--- src/rtl/marker_bbox_tracker.sv ---
// Red/blue colour-marker tracker: builds a per-frame bounding box for each player from the
// camera pixel stream and commits the boxes to the game logic at every frame end.
module marker_bbox_tracker #(
   parameter logic [7:0]  TH_HI       = 8'd160,
   parameter logic [7:0]  TH_LO       = 8'd90,
   parameter int          MIN_PIX     = 16,
   parameter int          LOST_FRAMES = 4,
   parameter logic [10:0] DEFAULT_POS = 11'd200
) (
   input  logic             i_clk,
   input  logic             i_rst,
   input  logic             i_pix_valid,
   input  logic [10:0]      i_x,
   input  logic [10:0]      i_y,
   input  logic [7:0]       i_R,
   input  logic [7:0]       i_G,
   input  logic [7:0]       i_B,
   input  logic             i_frame_end,
   output logic [1:0][10:0] o_left,
   output logic [1:0][10:0] o_right,
   output logic [1:0][10:0] o_up,
   output logic [1:0][10:0] o_down,
   output logic [1:0]       o_lost,
   output logic             o_predict_valid
);

   localparam logic [10:0] X_MAX    = 11'd639;
   localparam logic [10:0] Y_MAX    = 11'd479;
   localparam logic [10:0] MIN_INIT = 11'h7FF;
   localparam logic [18:0] CNT_MAX  = '1;
   localparam logic [18:0] MIN_CNT  = 19'(MIN_PIX);
   localparam logic [2:0]  LOST_MAX = 3'(LOST_FRAMES);

   typedef enum logic {
      SYNC,
      ACCUM
   } state_t;

   state_t           r_state;
   state_t           w_stateNxt;
   logic             w_commit;
   logic             w_inRange;
   logic [1:0]       w_match;
   logic [1:0]       w_hit;
   logic [1:0]       w_detect;

   logic [1:0][10:0] r_minX;
   logic [1:0][10:0] r_maxX;
   logic [1:0][10:0] r_minY;
   logic [1:0][10:0] r_maxY;
   logic [1:0][18:0] r_cnt;
   logic [1:0][10:0] w_minXNxt;
   logic [1:0][10:0] w_maxXNxt;
   logic [1:0][10:0] w_minYNxt;
   logic [1:0][10:0] w_maxYNxt;
   logic [1:0][18:0] w_cntNxt;
   logic [1:0][2:0]  r_miss;

   always_ff @(posedge i_clk) begin
      if (i_rst) begin
         r_state <= SYNC;
      end else begin
         r_state <= w_stateNxt;
      end
   end

   // The first frame end after reset only aligns us to the frame; later ones commit.
   always_comb begin
      w_stateNxt = r_state;
      w_commit   = 1'b0;
      case (r_state)
         SYNC: begin
            if (i_frame_end) begin
               w_stateNxt = ACCUM;
            end
         end
         ACCUM: begin
            w_commit = i_frame_end;
         end
         default: w_stateNxt = SYNC;
      endcase
   end

   assign w_match[0] = (i_R >= TH_HI) && (i_G <= TH_LO) && (i_B <= TH_LO);
   assign w_match[1] = (i_B >= TH_HI) && (i_R <= TH_LO) && (i_G <= TH_LO);
   assign w_inRange  = (i_x <= X_MAX) && (i_y <= Y_MAX);
   assign w_hit      = (i_pix_valid && w_inRange && (r_state == ACCUM)) ? w_match : 2'b00;

   // Next accumulator values include the current pixel, so a frame-end pixel still counts.
   always_comb begin
      w_minXNxt = r_minX;
      w_maxXNxt = r_maxX;
      w_minYNxt = r_minY;
      w_maxYNxt = r_maxY;
      w_cntNxt  = r_cnt;
      w_detect  = 2'b00;
      for (int k = 0; k < 2; k++) begin
         if (w_hit[k]) begin
            if (i_x < r_minX[k]) w_minXNxt[k] = i_x;
            if (i_x > r_maxX[k]) w_maxXNxt[k] = i_x;
            if (i_y < r_minY[k]) w_minYNxt[k] = i_y;
            if (i_y > r_maxY[k]) w_maxYNxt[k] = i_y;
            if (r_cnt[k] != CNT_MAX) w_cntNxt[k] = r_cnt[k] + 19'd1;
         end
         w_detect[k] = (w_cntNxt[k] >= MIN_CNT);
      end
   end

   always_ff @(posedge i_clk) begin
      if (i_rst || w_commit) begin
         r_minX <= {2{MIN_INIT}};
         r_maxX <= '0;
         r_minY <= {2{MIN_INIT}};
         r_maxY <= '0;
         r_cnt  <= '0;
      end else begin
         r_minX <= w_minXNxt;
         r_maxX <= w_maxXNxt;
         r_minY <= w_minYNxt;
         r_maxY <= w_maxYNxt;
         r_cnt  <= w_cntNxt;
      end
   end

   // A weak frame keeps the old box; only the miss that reaches the limit reverts it.
   always_ff @(posedge i_clk) begin
      if (i_rst) begin
         o_left          <= {2{DEFAULT_POS}};
         o_right         <= {2{DEFAULT_POS}};
         o_up            <= {2{DEFAULT_POS}};
         o_down          <= {2{DEFAULT_POS}};
         o_lost          <= 2'b00;
         o_predict_valid <= 1'b0;
         r_miss          <= '0;
      end else begin
         o_predict_valid <= w_commit;
         if (w_commit) begin
            for (int k = 0; k < 2; k++) begin
               if (w_detect[k]) begin
                  o_left[k]  <= w_minXNxt[k];
                  o_right[k] <= w_maxXNxt[k];
                  o_up[k]    <= w_minYNxt[k];
                  o_down[k]  <= w_maxYNxt[k];
                  r_miss[k]  <= 3'd0;
                  o_lost[k]  <= 1'b0;
               end else if (r_miss[k] < LOST_MAX) begin
                  r_miss[k] <= r_miss[k] + 3'd1;
                  if ((r_miss[k] + 3'd1) == LOST_MAX) begin
                     o_left[k]  <= DEFAULT_POS;
                     o_right[k] <= DEFAULT_POS;
                     o_up[k]    <= DEFAULT_POS;
                     o_down[k]  <= DEFAULT_POS;
                     o_lost[k]  <= 1'b1;
                  end
               end
            end
         end
      end
   end

endmodule

--- config.mk ---
export PLATFORM = sky130hd
export DESIGN_NAME = marker_bbox_tracker
export DESIGN_NICKNAME = d
export VERILOG_FILES = /design/src/rtl/marker_bbox_tracker.sv
export SDC_FILE = /design/constraint.sdc
export NUM_CORES = 1
export LEC_CHECK = 0
export CORE_AREA = 4 4 162 164
export DETAILED_ROUTE_END_ITERATION = 8
export DIE_AREA = 0 0 166 168
export PLACE_DENSITY = 0.65
export SLEW_MARGIN = 15
export SYNTH_ARGS = -nofsm -noshare
export SYNTH_HDL_FRONTEND = slang
export SYNTH_SLANG_ARGS = --single-unit
--- constraint.sdc ---
create_clock -name i_clk -period 5.8 [get_ports i_clk]
set_clock_uncertainty 0.1 [all_clocks]
set_input_delay 0.87 -clock i_clk [delete_from_list [all_inputs] [get_ports i_clk]]
set_output_delay 0.87 -clock i_clk [all_outputs]
set_load 0.02 [all_outputs]
* Word level (Yosys, flattened, before mapping)
Cells that the tools add are included.
** Storage, ports and cells
- Register bits :: 224
- Input bits :: 50
- Output and inout port bits :: 91
** Operators by class
- $lt $le $gt $ge :: 19
- $add $sub $neg :: 4
- Multiplexer cells :: 46
- Eq/ne operators :: 4
- Reduce and logical (&&, ||, !) cells :: 16
** Operator list (number)
- 11-bit 2-to-1 mux :: 28
- 19-bit 2-to-1 mux :: 4
- 11-bit greater-than comparator :: 4
- 11-bit < comparator :: 4
- 19-bit by 1-bit adder with 19-bit output, second input constant :: 2
- 19-bit by 5-bit greater-or-equal comparator with 1-bit output, second input constant :: 2
- 19-bit != test, second input constant :: 2
- 8-bit by 7-bit less-or-equal comparator with 1-bit output, second input constant :: 3
- 8-bit greater-or-equal comparator, second input constant :: 2
- 3-bit 2-to-1 mux :: 4
- 11-bit by 10-bit less-or-equal comparator with 1-bit output, second input constant :: 1
- 11-bit by 9-bit less-or-equal comparator with 1-bit output, second input constant :: 1
- 1-bit 2-to-1 mux :: 9
- 2-bit nonzero test :: 4
- 1-bit logical AND :: 7
- 3-bit by 1-bit adder with 3-bit output, second input constant :: 2
- 3-bit == test, second input constant :: 2
- 3-bit < comparator, second input constant :: 2
- 3-bit AND reduction :: 2
- 2-bit AND reduction :: 2
- 2-bit 2-to-1 mux :: 1
- 1-bit logical OR :: 1

* Depth between registers and ports, before layout
- Depth after elaboration :: 9
- Mapped depth :: 13
- Gate-level depth less buffers :: 11

* Worst setup path after synthesis
No wires, ideal clock.
- Path type :: in2reg
- Start point :: in i_B[5]
- End point :: reg o_left[2] in the netlist's numbering
- Path slack :: 2.052 ns
- Library setup time :: 0.117 ns
- Buffers on the path :: 1
- Stages :: 10
- Data arrival time :: 3.531 ns
- Cells stage by stage :: nand2_1 o2111ai_1 nor4_1 mux2i_1 nand4_1 a2111o_1 o31ai_4 nor2_1 clkbuf_1 a32o_1
** On the way
- Cells in the longest elaborated chain, start to end :: 7
- Elaborated cells between the ends (all ways) :: 10
- Those cells by class :: order compare: 2; mux: 4; reduce/logical: 4
** RTL lines
- from (decl) :: line 17 : input logic [7:0] i_B,
- 8-bit by 7-bit less-or-equal comparator with 1-bit output (*) :: line 84 : assign w_match[0] = (i_R >= TH_HI) && (i_G <= TH_LO) && (i_B <= TH_LO);
- 1-bit logical AND (*) :: line 84
- 2-bit 2-to-1 mux (*) :: line 87 : assign w_hit = (i_pix_valid && w_inRange && (r_state == ACCUM)) ? w_match : 2'b00;
- 19-bit 2-to-1 mux :: line 98 : if (w_hit[k]) begin
- 19-bit by 5-bit greater-or-equal comparator with 1-bit output :: line 105 : w_detect[k] = (w_cntNxt[k] >= MIN_CNT);
- 2-bit nonzero test (no line)
- 3-bit AND reduction (no line)
- to (signal assigned) :: line 128 : o_left <= {2{DEFAULT_POS}};
- to (signal, indexed assignment) :: line 140 : o_left[k] <= w_minXNxt[k];
- to (decl) :: line 19 : output logic [1:0][10:0] o_left,
Every way passes the cells marked *; elsewhere a longest branch is shown, timed or not.
A chain may end at the register's enable or synchronous reset.

* Final worst setup path
- Start point :: in i_x[7]
- End point :: reg o_up[17] in the netlist's numbering
** On the way
- Cells in the longest elaborated chain, start to end :: 9
- Elaborated cells between the ends (all ways) :: 12
- Those cells by class :: order compare: 2; mux: 4; reduce/logical: 6
** RTL lines
- from (decl) :: line 13 : input logic [10:0] i_x,
- 11-bit by 10-bit less-or-equal comparator with 1-bit output (*) :: line 86 : assign w_inRange = (i_x <= X_MAX) && (i_y <= Y_MAX);
- 1-bit logical AND (*) :: line 86
- 1-bit logical AND (*) (2 in a row) :: line 87
- 2-bit 2-to-1 mux (*) :: line 87
- 19-bit 2-to-1 mux :: line 98
- 19-bit by 5-bit greater-or-equal comparator with 1-bit output :: line 105
- 2-bit nonzero test (no line)
- 3-bit AND reduction (no line)
- to (signal assigned) :: line 130 : o_up <= {2{DEFAULT_POS}};
- to (signal, indexed assignment) :: line 142 : o_up[k] <= w_minYNxt[k];
- to (decl) :: line 21 : output logic [1:0][10:0] o_up,
Marks and branches as above.

==> reports/qor.csv <==
stage,metric,value,unit
detailed_routing,DR pass1 iterations,5,
global_routing,initial antenna violation count,0,
floorplanning,I/O pin total,141,
clocking,Clock transition at path regs,0.06,ns
worst_setup_path,CP Data Required Time,6.07,ns
sta,final hold slack,0.365,ns
sta,count of final setup violators,0,
finish,"commonest non-fill, non-tap cell in the layout",dfxtp_1,
worst_setup_path,Critical Path Fanout Max,12,
global_routing,vias in the first global route,8850,
worst_setup_path,Worst R2R Setup Slack,1.93,ns
finish,layout cells sized above 1,9.27,%
finish,Filler Cell Count,2278,
finish,synth-to-layout area growth,24.2,%
sta,final hold vios,0,
flow_run,# Max-Cap Violations,0,
yosys,Synth Area in Simple Gates,18.3,%
yosys,number of library cell types mapped by synthesis,67,
clocking,CTS Buffer Depth,3,
finish,"commonest cells after routing, fill and taps aside","dfxtp_1 (224), clkdlybuf4s50_1 (139), nor2_1 (122)",
finish,area occupied by multi-input gates,5970,sq um
detailed_routing,DR WL/cell,17.4,um
worst_setup_path,Worst Setup Start Kind,primary input,
detailed_routing,vias after detailed routing,9117,
min_path,worst min-delay path class,flip-flop to flip-flop,
floorplanning,total die area,27900,sq um
worst_setup_path,r2r startpoint,r_state$_SDFF_PP0_,
yosys,ys flop type,dfxtp_1,
yosys,mux share of post-synthesis cell area,7.85,%
place,DP Wirelength,21.8,mm
yosys,Yosys reg bits,224,
global_routing,largest net degree at the start of global routing,67,
clocking,Clock Sinks,224,
status,status,"complete, no violations",
clocking,H-tree depth,1,
place,Final GP Congestion,0.820,
global_routing,Total Routing Usage GR,20.6,%
clocking,CTS resizes,0,
sta,unrepaired setup endpoints after global routing,no,
floorplanning,Die Y,168,um
sta,Fmax,0.223,GHz
min_path,HP Start,o_left[13]$_SDFFE_PP0P_,
yosys,register area share after synthesis,40.5,%
yosys,fraction of registers with async set/reset,0,%
worst_setup_path,CP Class,primary input to flip-flop,
floorplanning,FP Rows,58,
pwr,Max VDD drop,0.000221,V
pwr,Pwr Density,250,nW/um^2
yosys,Gate Count Post-Synth,1213,
yosys,Post-Synth XOR/XNOR Area,2.69,%
floorplanning,Initial Utilization,44.5,%
clocking,CTS tree,yes,
yosys,Yosys Warn Count,0,
detailed_routing,# DRC,0,
detailed_routing,Routed Antenna Nets,0,
worst_setup_path,Worst setup EP type,flip-flop,
finish,ant diodes,0,
sta,Relative slew margins,21.7,%
global_routing,first-pass GRT wire length,47.8,mm
global_routing,grt total ovfl,0,
finish,Post-Layout Cell Count,1689,
min_path,worst hold path depth,2,
yosys,Post-synth EDFFs,0,
yosys,Synth Net Count,1353,
sta,max-slew violation count,0,
clocking,Root Driver,clkbuf_16,
floorplanning,core area,24900,sq um
yosys,largest family of logic cells by synthesized area,simple AND/OR/NAND/NOR gates,
pwr,Pwr Total,3.43,mW
detailed_routing,DR iter-0 viols,569,
worst_setup_path,RR Endpoint,o_up[17]$_SDFFE_PP1P_,
finish,Post-Layout Inst Area,13700,sq um
yosys,Synth Area in Compound Gates,14.5,%
place,port bufs,140,
finish,FF/Latch Area,4480,sq um
clocking,CTS Hold Bufs,0,
sta,crit path time final,4.48,ns
worst_setup_path,Worst R2R Path Depth,10,
floorplanning,die width,166,um
clocking,Skew-Pair Late Insertion Delay,0.53,ns
yosys,synthesized area per cell,9.12,sq um
place,placed inst area,12800,sq um
pwr,leakage,5.91,nW
worst_setup_path,worst setup path start,i_x[7],
yosys,Syn Std Cell Area,11100,sq um
worst_setup_path,CP Data Arrival Time,4.75,ns
clocking,post-CTS setup buffer count,0,
sta,fin crit share,77.3,%
yosys,Post-Synth Adder-Cell Area,10.2,%
clocking,Num CTS Buffers,25,
min_path,Hold EP,o_left[13]$_SDFFE_PP0P_,
detailed_routing,drt via density,5.40,
detailed_routing,DRT Wirelength,29.4,mm
place,dpl cells,1644,
sta,Slew @ Worst Pin,1.17,ns
finish,Final nets,1481,
sta,Setup TNS,0,ns
[metrics by stage]
step,utilization [%],worst slack (ns)
floorplan,-,2.05
detailed placement,51.6,0.780
global route,55.2,1.06
global placement,51.6,0.899
finish,55.2,1.32
CTS,55.2,1.31
[kinds of logic after synthesis]
logic type,count (synthesis)
AOI/OAI and AO/OA,208
buffers and inverters,160
and+or+nand+nor,412
muxes,85
xor gates and xnor gates,34
adders and majority gates,90
DFF,224
[where the power goes]
part / total (mW) / leakage (nW) / switching, mW / internal [mW]
Clock: 1.70 / 0.437 / 0.642 / 1.06
Sequential: 1.54 / 1.81 / 0.00193 / 1.54
Combinational: 0.189 / 3.66 / 0.114 / 0.0751
[layer usage]
layer	wire length [um]	global-route usage, %	vias to the layer above
met5	0	0	-
met4	748	5.56	0
met3	1160	2.65	40
met2	13800	35.0	224
met1	13700	27.9	4269
li1	-	-	4584
[worst max path at each step]
stage / end / slack, ns
after floorplan: o_left[2]$_SDFFE_PP0P_ / 2.05
after global placement: o_down[17]$_SDFFE_PP1P_ / 0.90
after detailed placement: o_down[17]$_SDFFE_PP1P_ / 0.78
after CTS: o_up[17]$_SDFFE_PP1P_ / 1.31
after global routing: o_down[14]$_SDFFE_PP1P_ / 1.06
final: o_up[17]$_SDFFE_PP1P_ / 1.32
[layout make-up]
class / instances / share of cell area (%)
multi-input combinational: 829 / 43.5
sequential: 224 / 32.6
timing repair buffer: 167 / 11.8
clock buffer: 36 / 5.36
tap: 330 / 3.01
inverter: 94 / 2.57
clock inverter: 9 / 1.13
[critical path, cell delays in order]
cell,delay [ns]
clkdlybuf4s50_1,0.44
o21ai_1,0.40
nand4_2,0.27
or4_1,0.71
buf_4,0.25
nor3b_1,0.28
mux2i_1,0.11
or4b_1,0.62
nor2_2,0.33
a21oi_2,0.27
a2bb2oi_2,0.20
[cell usage after synthesis (all sizes together), types with 3 or more instances]
library cell / instances / area, sq um
inv: 94 / 353
ha: 90 / 1130
nor4: 6 / 43.8
and2: 4 / 25.0
nand2b: 12 / 75.1
a22oi: 8 / 60.1
a211oi: 7 / 57.6
nor2: 125 / 472
o2111ai: 4 / 35.0
or4: 5 / 37.5
mux2: 14 / 158
o31ai: 54 / 419
mux2i: 71 / 711
a31oi: 15 / 93.8
xor2: 21 / 184
a2111oi: 3 / 26.3
o21ai: 21 / 109
and4: 4 / 35.0
nor2b: 6 / 37.5
a2bb2oi: 13 / 176
and3: 12 / 75.1
nand3: 83 / 415
dfxtp: 224 / 4480
or2: 18 / 113
xnor2: 13 / 114
a21o: 19 / 143
a32o: 13 / 130
a21oi: 22 / 114
nor3: 19 / 100
o21a: 13 / 97.6
buf: 18 / 126
nand2: 72 / 270
nor3b: 7 / 52.6
clkbuf: 48 / 180
nand4: 31 / 200
[registers in the layout, summed over array words and instances (netlist names)]
register	count
o_lost	2
r_maxX	22
o_down	22
r_state	1
r_minY	22
r_maxY	22
r_cnt	38
r_miss	6
o_up	22
o_predict_valid	1
r_minX	22
o_right	22
o_left	22
Power figures use the tool's default switching activity.
